## src/rtl/decode_pkg.sv

```systemverilog
// ----------------------------------------------------------------------------
// decode_pkg : RV opcode constants, format codes and decode helper functions
// Revision   : 1.0
// ----------------------------------------------------------------------------
`default_nettype none

package decode_pkg;

  localparam logic [6:0] OP_LOAD     = 7'b0000011;
  localparam logic [6:0] OP_MISC_MEM = 7'b0001111;
  localparam logic [6:0] OP_OP_IMM   = 7'b0010011;
  localparam logic [6:0] OP_AUIPC    = 7'b0010111;
  localparam logic [6:0] OP_STORE    = 7'b0100011;
  localparam logic [6:0] OP_OP       = 7'b0110011;
  localparam logic [6:0] OP_LUI      = 7'b0110111;
  localparam logic [6:0] OP_BRANCH   = 7'b1100011;
  localparam logic [6:0] OP_JALR     = 7'b1100111;
  localparam logic [6:0] OP_JAL      = 7'b1101111;
  localparam logic [6:0] OP_SYSTEM   = 7'b1110011;

  typedef enum logic [2:0] {
    FMT_R = 3'd0,
    FMT_I = 3'd1,
    FMT_S = 3'd2,
    FMT_B = 3'd3,
    FMT_U = 3'd4,
    FMT_J = 3'd5
  } fmt_e;

  // Width-independent part of one decoded beat; imm and pc are stored beside it.
  typedef struct packed {
    logic [6:0] opcode;
    logic [4:0] rd;
    logic [4:0] rs1;
    logic [4:0] rs2;
    logic [2:0] funct3;
    logic [6:0] funct7;
    logic       bit20;
    logic       bit30;
    logic [2:0] fmt;
    logic       illegal;
  } decoded_t;

  function automatic logic is_legal_opcode(input logic [6:0] op);
    case (op)
      OP_OP_IMM, OP_LUI, OP_AUIPC, OP_OP, OP_JAL, OP_JALR,
      OP_BRANCH, OP_LOAD, OP_STORE, OP_MISC_MEM, OP_SYSTEM: is_legal_opcode = 1'b1;
      default:                                              is_legal_opcode = 1'b0;
    endcase
  endfunction

  function automatic fmt_e fmt_of(input logic [6:0] op);
    case (op)
      OP_OP:            fmt_of = FMT_R;
      OP_STORE:         fmt_of = FMT_S;
      OP_BRANCH:        fmt_of = FMT_B;
      OP_LUI, OP_AUIPC: fmt_of = FMT_U;
      OP_JAL:           fmt_of = FMT_J;
      default:          fmt_of = FMT_I;
    endcase
  endfunction

endpackage

`default_nettype wire

```

## src/rtl/decode_imm.sv

```systemverilog
// ----------------------------------------------------------------------------
// decode_imm : combinational format classification and immediate extraction
// Revision   : 1.0
// ----------------------------------------------------------------------------
`default_nettype none

module decode_imm
  import decode_pkg::*;
#(
  parameter int XLEN = 32
) (
  input  logic [31:0]     inst,
  output logic [2:0]      fmt,
  output logic [XLEN-1:0] imm
);

  fmt_e               w_fmt;
  logic signed [31:0] w_imm32;

  assign w_fmt = fmt_of(inst[6:0]);
  assign fmt   = w_fmt;

  // Build the 32-bit sign-extended immediate first; widening to XLEN is a signed cast.
  always_comb begin
    w_imm32 = '0;
    case (w_fmt)
      FMT_I:   w_imm32 = {{20{inst[31]}}, inst[31:20]};
      FMT_S:   w_imm32 = {{20{inst[31]}}, inst[31:25], inst[11:7]};
      FMT_B:   w_imm32 = {{20{inst[31]}}, inst[7], inst[30:25], inst[11:8], 1'b0};
      FMT_U:   w_imm32 = {inst[31:12], 12'b0};
      FMT_J:   w_imm32 = {{12{inst[31]}}, inst[19:12], inst[20], inst[30:21], 1'b0};
      default: w_imm32 = '0;
    endcase
  end

  assign imm = XLEN'(w_imm32);

endmodule

`default_nettype wire

```

## src/rtl/decode_stage.sv

```systemverilog
// ----------------------------------------------------------------------------
// decode_stage : valid/ready decode pipeline stage with optional 2-entry skid
// Revision     : 1.0
// ----------------------------------------------------------------------------
`default_nettype none

module decode_stage
  import decode_pkg::*;
#(
  parameter int XLEN = 32,
  parameter int SKID = 1
) (
  input  logic            clk,
  input  logic            reset,
  input  logic            flush,
  input  logic            in_valid,
  output logic            in_ready,
  input  logic [31:0]     in_inst,
  input  logic [XLEN-1:0] in_pc,
  output logic            out_valid,
  input  logic            out_ready,
  output logic [6:0]      opcode,
  output logic [4:0]      rd,
  output logic [4:0]      rs1,
  output logic [4:0]      rs2,
  output logic [2:0]      funct3,
  output logic [6:0]      funct7,
  output logic            bit20,
  output logic            bit30,
  output logic [XLEN-1:0] imm,
  output logic [XLEN-1:0] out_pc,
  output logic [2:0]      fmt,
  output logic            illegal
);

  logic [2:0]      w_fmt;
  logic [XLEN-1:0] w_imm;
  decoded_t        w_dec;
  logic            w_acc;
  logic            w_del;
  logic [1:0]      w_count_nxt;

  logic [1:0]      r_count;
  decoded_t        r_dec0;
  decoded_t        r_dec1;
  logic [XLEN-1:0] r_imm0;
  logic [XLEN-1:0] r_imm1;
  logic [XLEN-1:0] r_pc0;
  logic [XLEN-1:0] r_pc1;

  decode_imm #(
    .XLEN (XLEN)
  ) u_decode_imm (
    .inst (in_inst),
    .fmt  (w_fmt),
    .imm  (w_imm)
  );

  always_comb begin
    w_dec         = '0;
    w_dec.opcode  = in_inst[6:0];
    w_dec.rd      = in_inst[11:7];
    w_dec.funct3  = in_inst[14:12];
    w_dec.rs1     = (w_fmt == FMT_U || w_fmt == FMT_J) ? 5'd0 : in_inst[19:15];
    w_dec.rs2     = (w_fmt == FMT_I || w_fmt == FMT_U || w_fmt == FMT_J) ? 5'd0 : in_inst[24:20];
    w_dec.funct7  = in_inst[31:25];
    w_dec.bit20   = in_inst[20];
    w_dec.bit30   = in_inst[30];
    w_dec.fmt     = w_fmt;
    w_dec.illegal = (in_inst[1:0] != 2'b11) || !is_legal_opcode(in_inst[6:0]);
  end

  assign out_valid = (r_count != 2'd0);
  assign w_acc     = in_valid && in_ready;
  assign w_del     = out_valid && out_ready;

  // Flush wins over any accept or deliver happening in the same cycle.
  always_comb begin
    w_count_nxt = r_count;
    if (flush) begin
      w_count_nxt = 2'd0;
    end else if (w_acc && !w_del) begin
      w_count_nxt = r_count + 2'd1;
    end else if (!w_acc && w_del) begin
      w_count_nxt = r_count - 2'd1;
    end
  end

  // Entry 0 always feeds the outputs; entry 1 only holds a beat while entry 0 is stalled.
  always_ff @(posedge clk or posedge reset) begin
    if (reset) begin
      r_count <= 2'd0;
      r_dec0  <= '0;
      r_dec1  <= '0;
      r_imm0  <= '0;
      r_imm1  <= '0;
      r_pc0   <= '0;
      r_pc1   <= '0;
    end else begin
      r_count <= w_count_nxt;
      if (!flush) begin
        if (w_del && r_count == 2'd2) begin
          r_dec0 <= r_dec1;
          r_imm0 <= r_imm1;
          r_pc0  <= r_pc1;
        end else if (w_acc && (r_count == 2'd0 || w_del)) begin
          r_dec0 <= w_dec;
          r_imm0 <= w_imm;
          r_pc0  <= in_pc;
        end else if (w_acc) begin
          r_dec1 <= w_dec;
          r_imm1 <= w_imm;
          r_pc1  <= in_pc;
        end
      end
    end
  end

  generate
    if (SKID != 0) begin : g_skid
      logic r_in_ready;

      always_ff @(posedge clk or posedge reset) begin
        if (reset) begin
          r_in_ready <= 1'b1;
        end else begin
          r_in_ready <= (w_count_nxt < 2'd2);
        end
      end

      assign in_ready = r_in_ready;
    end else begin : g_noskid
      assign in_ready = !out_valid || out_ready;
    end
  endgenerate

  assign opcode  = r_dec0.opcode;
  assign rd      = r_dec0.rd;
  assign rs1     = r_dec0.rs1;
  assign rs2     = r_dec0.rs2;
  assign funct3  = r_dec0.funct3;
  assign funct7  = r_dec0.funct7;
  assign bit20   = r_dec0.bit20;
  assign bit30   = r_dec0.bit30;
  assign fmt     = r_dec0.fmt;
  assign illegal = r_dec0.illegal;
  assign imm     = r_imm0;
  assign out_pc  = r_pc0;

endmodule

`default_nettype wire

```

## config.mk

```make
export PLATFORM = sky130hd
export DESIGN_NAME = decode_stage
export DESIGN_NICKNAME = d
export VERILOG_FILES = /design/src/rtl/decode_pkg.sv /design/src/rtl/decode_imm.sv /design/src/rtl/decode_stage.sv
export SDC_FILE = /design/constraint.sdc
export NUM_CORES = 1
export LEC_CHECK = 0
export CAP_MARGIN = 20
export CORE_ASPECT_RATIO = 0.9
export CORE_MARGIN = 1.5
export CORE_UTILIZATION = 54
export CTS_BUF_LIST = sky130_fd_sc_hd__clkbuf_8
export DETAILED_ROUTE_END_ITERATION = 8
export PLACE_DENSITY = 0.92
export SLEW_MARGIN = 40
export SYNTH_ARGS = -nofsm -noshare
export SYNTH_HDL_FRONTEND = slang
export SYNTH_SLANG_ARGS = --single-unit
```

## constraint.sdc

```tcl
create_clock -name clk -period 7.6 [get_ports clk]
set_input_delay 1.52 -clock clk [delete_from_list [all_inputs] [get_ports clk]]
set_output_delay 1.52 -clock clk [all_outputs]
set_load 0.01 [all_outputs]
```

==> flow_metrics.py <==
metrics = {
    "yosys": {
        "syn-num-nets": 1099,
        "yosysWarnings": 0,
        "synth_seq_area_share_pct": 56.45,
        "synth_cell_types": 57,
        "synth_area_per_cell_um2": 8.860,
        "syn_area_mm2": 0.009090,
        "synth-edff-count": 0,
        "syn_inst": 1026,
        "ys_ff_latch": 205,
        "synthArstFlopShare_pct": 100.0,
        "synth_flop_cell": "dfrtp_1",
    },
    "clock_tree": {
        "cts-root-buf": "clkbuf_8",
        "h-tree-depth": 1,
        "cts_tree": "yes",
        "cts_buffers": 31,
        "cts.repair.resized": 0,
        "clock-sinks": 205,
        "postCtsSetupBuffers": 0,
        "clk_pin_slew_ns": 0.06,
        "cts_buffer_depth": 3,
        "clk_latency_ns": 0.56,
        "hold_buffers": 0,
    },
    "floorplan": {
        "core_area_mm2": 0.01630,
        "initial_core_util_pct": 55.78,
        "dieWidth_um": 139.8,
        "ios": 173,
        "die_h_um": 126.1,
        "fp-row-count": 44,
        "dieArea_mm2": 0.01762,
    },
    "power": {
        "sw_frac_of_total_pct": 34.28,
        "p_int_uw": 2850,
        "seqPwrFrac_pct": 43.8,
        "p_leak_uw": 0.005143,
        "power_switching_uw": 1486,
        "power_density_mw_per_mm2": 377.5,
        "power_frac_comb_pct": 36.3,
        "ir_drop_mv": 0.2142,
        "clockPowerShare_pct": 20.0,
    },
    "timing": {
        "finalCritPeriodShare_pct": 55.88,
        "min_period_ns": 4.247,
        "tns_ns": 0,
        "fmax_ghz": 0.2355,
        "rsz0062_at_grt": "no",
        "max_slew_margin_pct": 46.58,
        "final.setup.worst_slack_ns": 3.353,
        "maxSlewViolCount": 0,
        "hold_violations": 0,
        "skew_ns": 0.02368,
        "setup_viol": 0,
        "tightest_slew_ns": 0.8014,
    },
    "routing": {
        "ant_nets": 0,
        "wl_um": 24450,
        "drc_errors": 9,
        "vias": 8146,
        "drt-wirelength-per-cell_um": 17.55,
        "drt_iter0_drc": 886,
        "drtPass1Iterations": 9,
        "viasPerCell": 5.848,
    },
    "worst_setup_path": {
        "critPathKind": "in -> reg",
        "cp.required_ns": 8.06,
        "setup.worst_path.start_class": "input port",
        "cpPeakStageDelay_ns": 0.66,
        "cp-end-kind": "register",
        "path_cells": "clkdlybuf4s50_1 -> nand4b_1 -> o22a_1 -> ha_1 -> inv_1 -> a31oi_1 -> o311a_1 -> a211oi_1 -> o21ai_1",
        "cpMaxStageDelayCell": "clkdlybuf4s50_1",
        "cp_max_fo": 10,
        "crit_buf_inv": 2,
        "path_delay_family": "compound AO/OA/AOI/OAI gates",
        "cp.arrival_ns": 4.71,
    },
    "global_route": {
        "grt_max_degree": 141,
        "grt_antenna_before_repair": 0,
        "grt_pass1_wl_um": 39390,
        "gr-total-overflow": 0,
        "met2_usage_pct": 43.55,
        "use_met1_pct": 37.79,
        "grt_usage_pct": 27.58,
        "top_usage_layer": "met2",
        "grtUsageMet3_pct": 6.578,
        "grt_pass1_vias": 7756,
    },
    "final_layout": {
        "antenna-diode-count": 0,
        "drive_above_1_share_pct": 6.155,
        "nets": 1237,
        "syn_to_final_growth_pct": 26.36,
        "utilization_pct": 70.49,
        "final_cell_mix": "nand2_1 (339), dfrtp_1 (204), clkdlybuf4s50_1 (172), nor2_1 (92), a31oi_1 (80)",
        "final_common_cell": "nand2_1",
    },
    "run_status": {
        "violations": "design-rule violations",
        "outcome": "complete, but fails checks",
    },
    "placed_design": {
        "hpwl_um": 15410,
        "gp_congestion": 0.8068,
        "place_ws_ns": 2.835,
        "port-buffer-count": 172,
    },
    "min_path": {
        "hp-class": "reg -> reg",
    },
    "job": {
        "maxCapViolations": 0,
    },
}
==> through the flow <==
stage	area (µm²)	instances	hold WS [ns]	total power, µW
6_report	11490	1393	0.4756	4336
5_1_grt	11490	1393	0.4928	4600
4_1_cts	11470	1393	0.4766	4352
3_5_place_dp	10880	1338	0.4620	3473
3_3_place_gp	10820	1336	0.4556	3384
2_1_floorplan	9090	1026	0.4403	2642
==> layer usage <==
layer	share of wire, %	routed length [µm]
met1	41	10030
met2	47	11510
met5	0	0
met3	9.1	2222
met4	2.8	685
==> worst register-to-register path, delay by kind of cell, from the launching register on <==
| family | cells | cell delay [ns] |
|---|---|---|
| AND/OR/NAND/NOR | 3 | 1.09 |
| flip-flops | 1 | 0.36 |
| buffers and inverters | 2 | 0.62 |
| AO/OA/AOI/OAI | 1 | 0.43 |
| adder cells (fa/ha/maj) | 1 | 0.26 |
==> final timing paths <==
path | depth (start not counted) | slack (ns) | end | from
min reg2reg | 2 | 0.48 | r_pc1[13]$_DFFE_PP0P_ | r_pc1[13]$_DFFE_PP0P_
max in group asynchronous | 3 | 5.08 | r_dec1[34]$_DFFE_PP0P_ | reset
min in group asynchronous | 2 | 1.51 | r_pc1[27]$_DFFE_PP0P_ | reset
max reg2reg | 7 | 4.73 | imm[1]$_DFFE_PP0P_ | r_count[1]$_DFF_PP0_
min | 2 | 0.48 | r_pc1[13]$_DFFE_PP0P_ | r_pc1[13]$_DFFE_PP0P_
max | 9 | 3.35 | imm[19]$_DFFE_PP0P_ | in_inst[4]
==> cell type report <==
type                    instances  area, µm²
fillers                      1176       4810
well taps                     207      259.0
flip-flops and latches        205       5131
multi-input cells             728       3597
inverters                      17      76.32
clock buffers                  38      523.0
clock inverters                17      70.07
repair buffers                181       1829
==> state kept, by name (all words and copies together) (netlist names), 5 cells and up <==
signal / flops
r_dec1: 37
imm: 32
out_pc: 32
r_imm1: 32
r_pc1: 32
funct7: 7
opcode: 7
rd: 5
rs1: 5
rs2: 5
==> cell families after synthesis <==
family / after synthesis / synth area share [%]
AND/OR/NAND/NOR: 497 / 22.88
AO/OA/AOI/OAI: 219 / 14.84
flip-flops: 205 / 56.45
buffers and inverters: 93 / 4.391
multiplexers: 5 / 0.6056
adder cells (fa/ha/maj): 4 / 0.5506
XOR/XNOR: 3 / 0.2891
==> synth_stat cells (all sizes together), types with 9 or more instances <==
cell type | n | area [µm²]
nand2 | 340 | 1276
a211oi | 9 | 72.57
a21oi | 42 | 214.0
buf | 27 | 150.1
nor2 | 96 | 372.8
dfrtp | 204 | 5105
o21ai | 55 | 282.8
a31oi | 80 | 500.5
nand3 | 12 | 60.06
clkbuf | 49 | 185.2
or3 | 11 | 68.82
inv | 17 | 63.81
==> power by group through the flow <==
stage / Combinational (µW) / Sequential (µW) / Clock (µW)
floorplan: 680 / 1960 / 0
global placement: 1510 / 1880 / 0
detailed placement: 1570 / 1900 / 0
CTS: 1580 / 1890 / 879
global route: 1720 / 1950 / 930
finish: 1570 / 1900 / 866
Power figures use the tool's default switching activity.
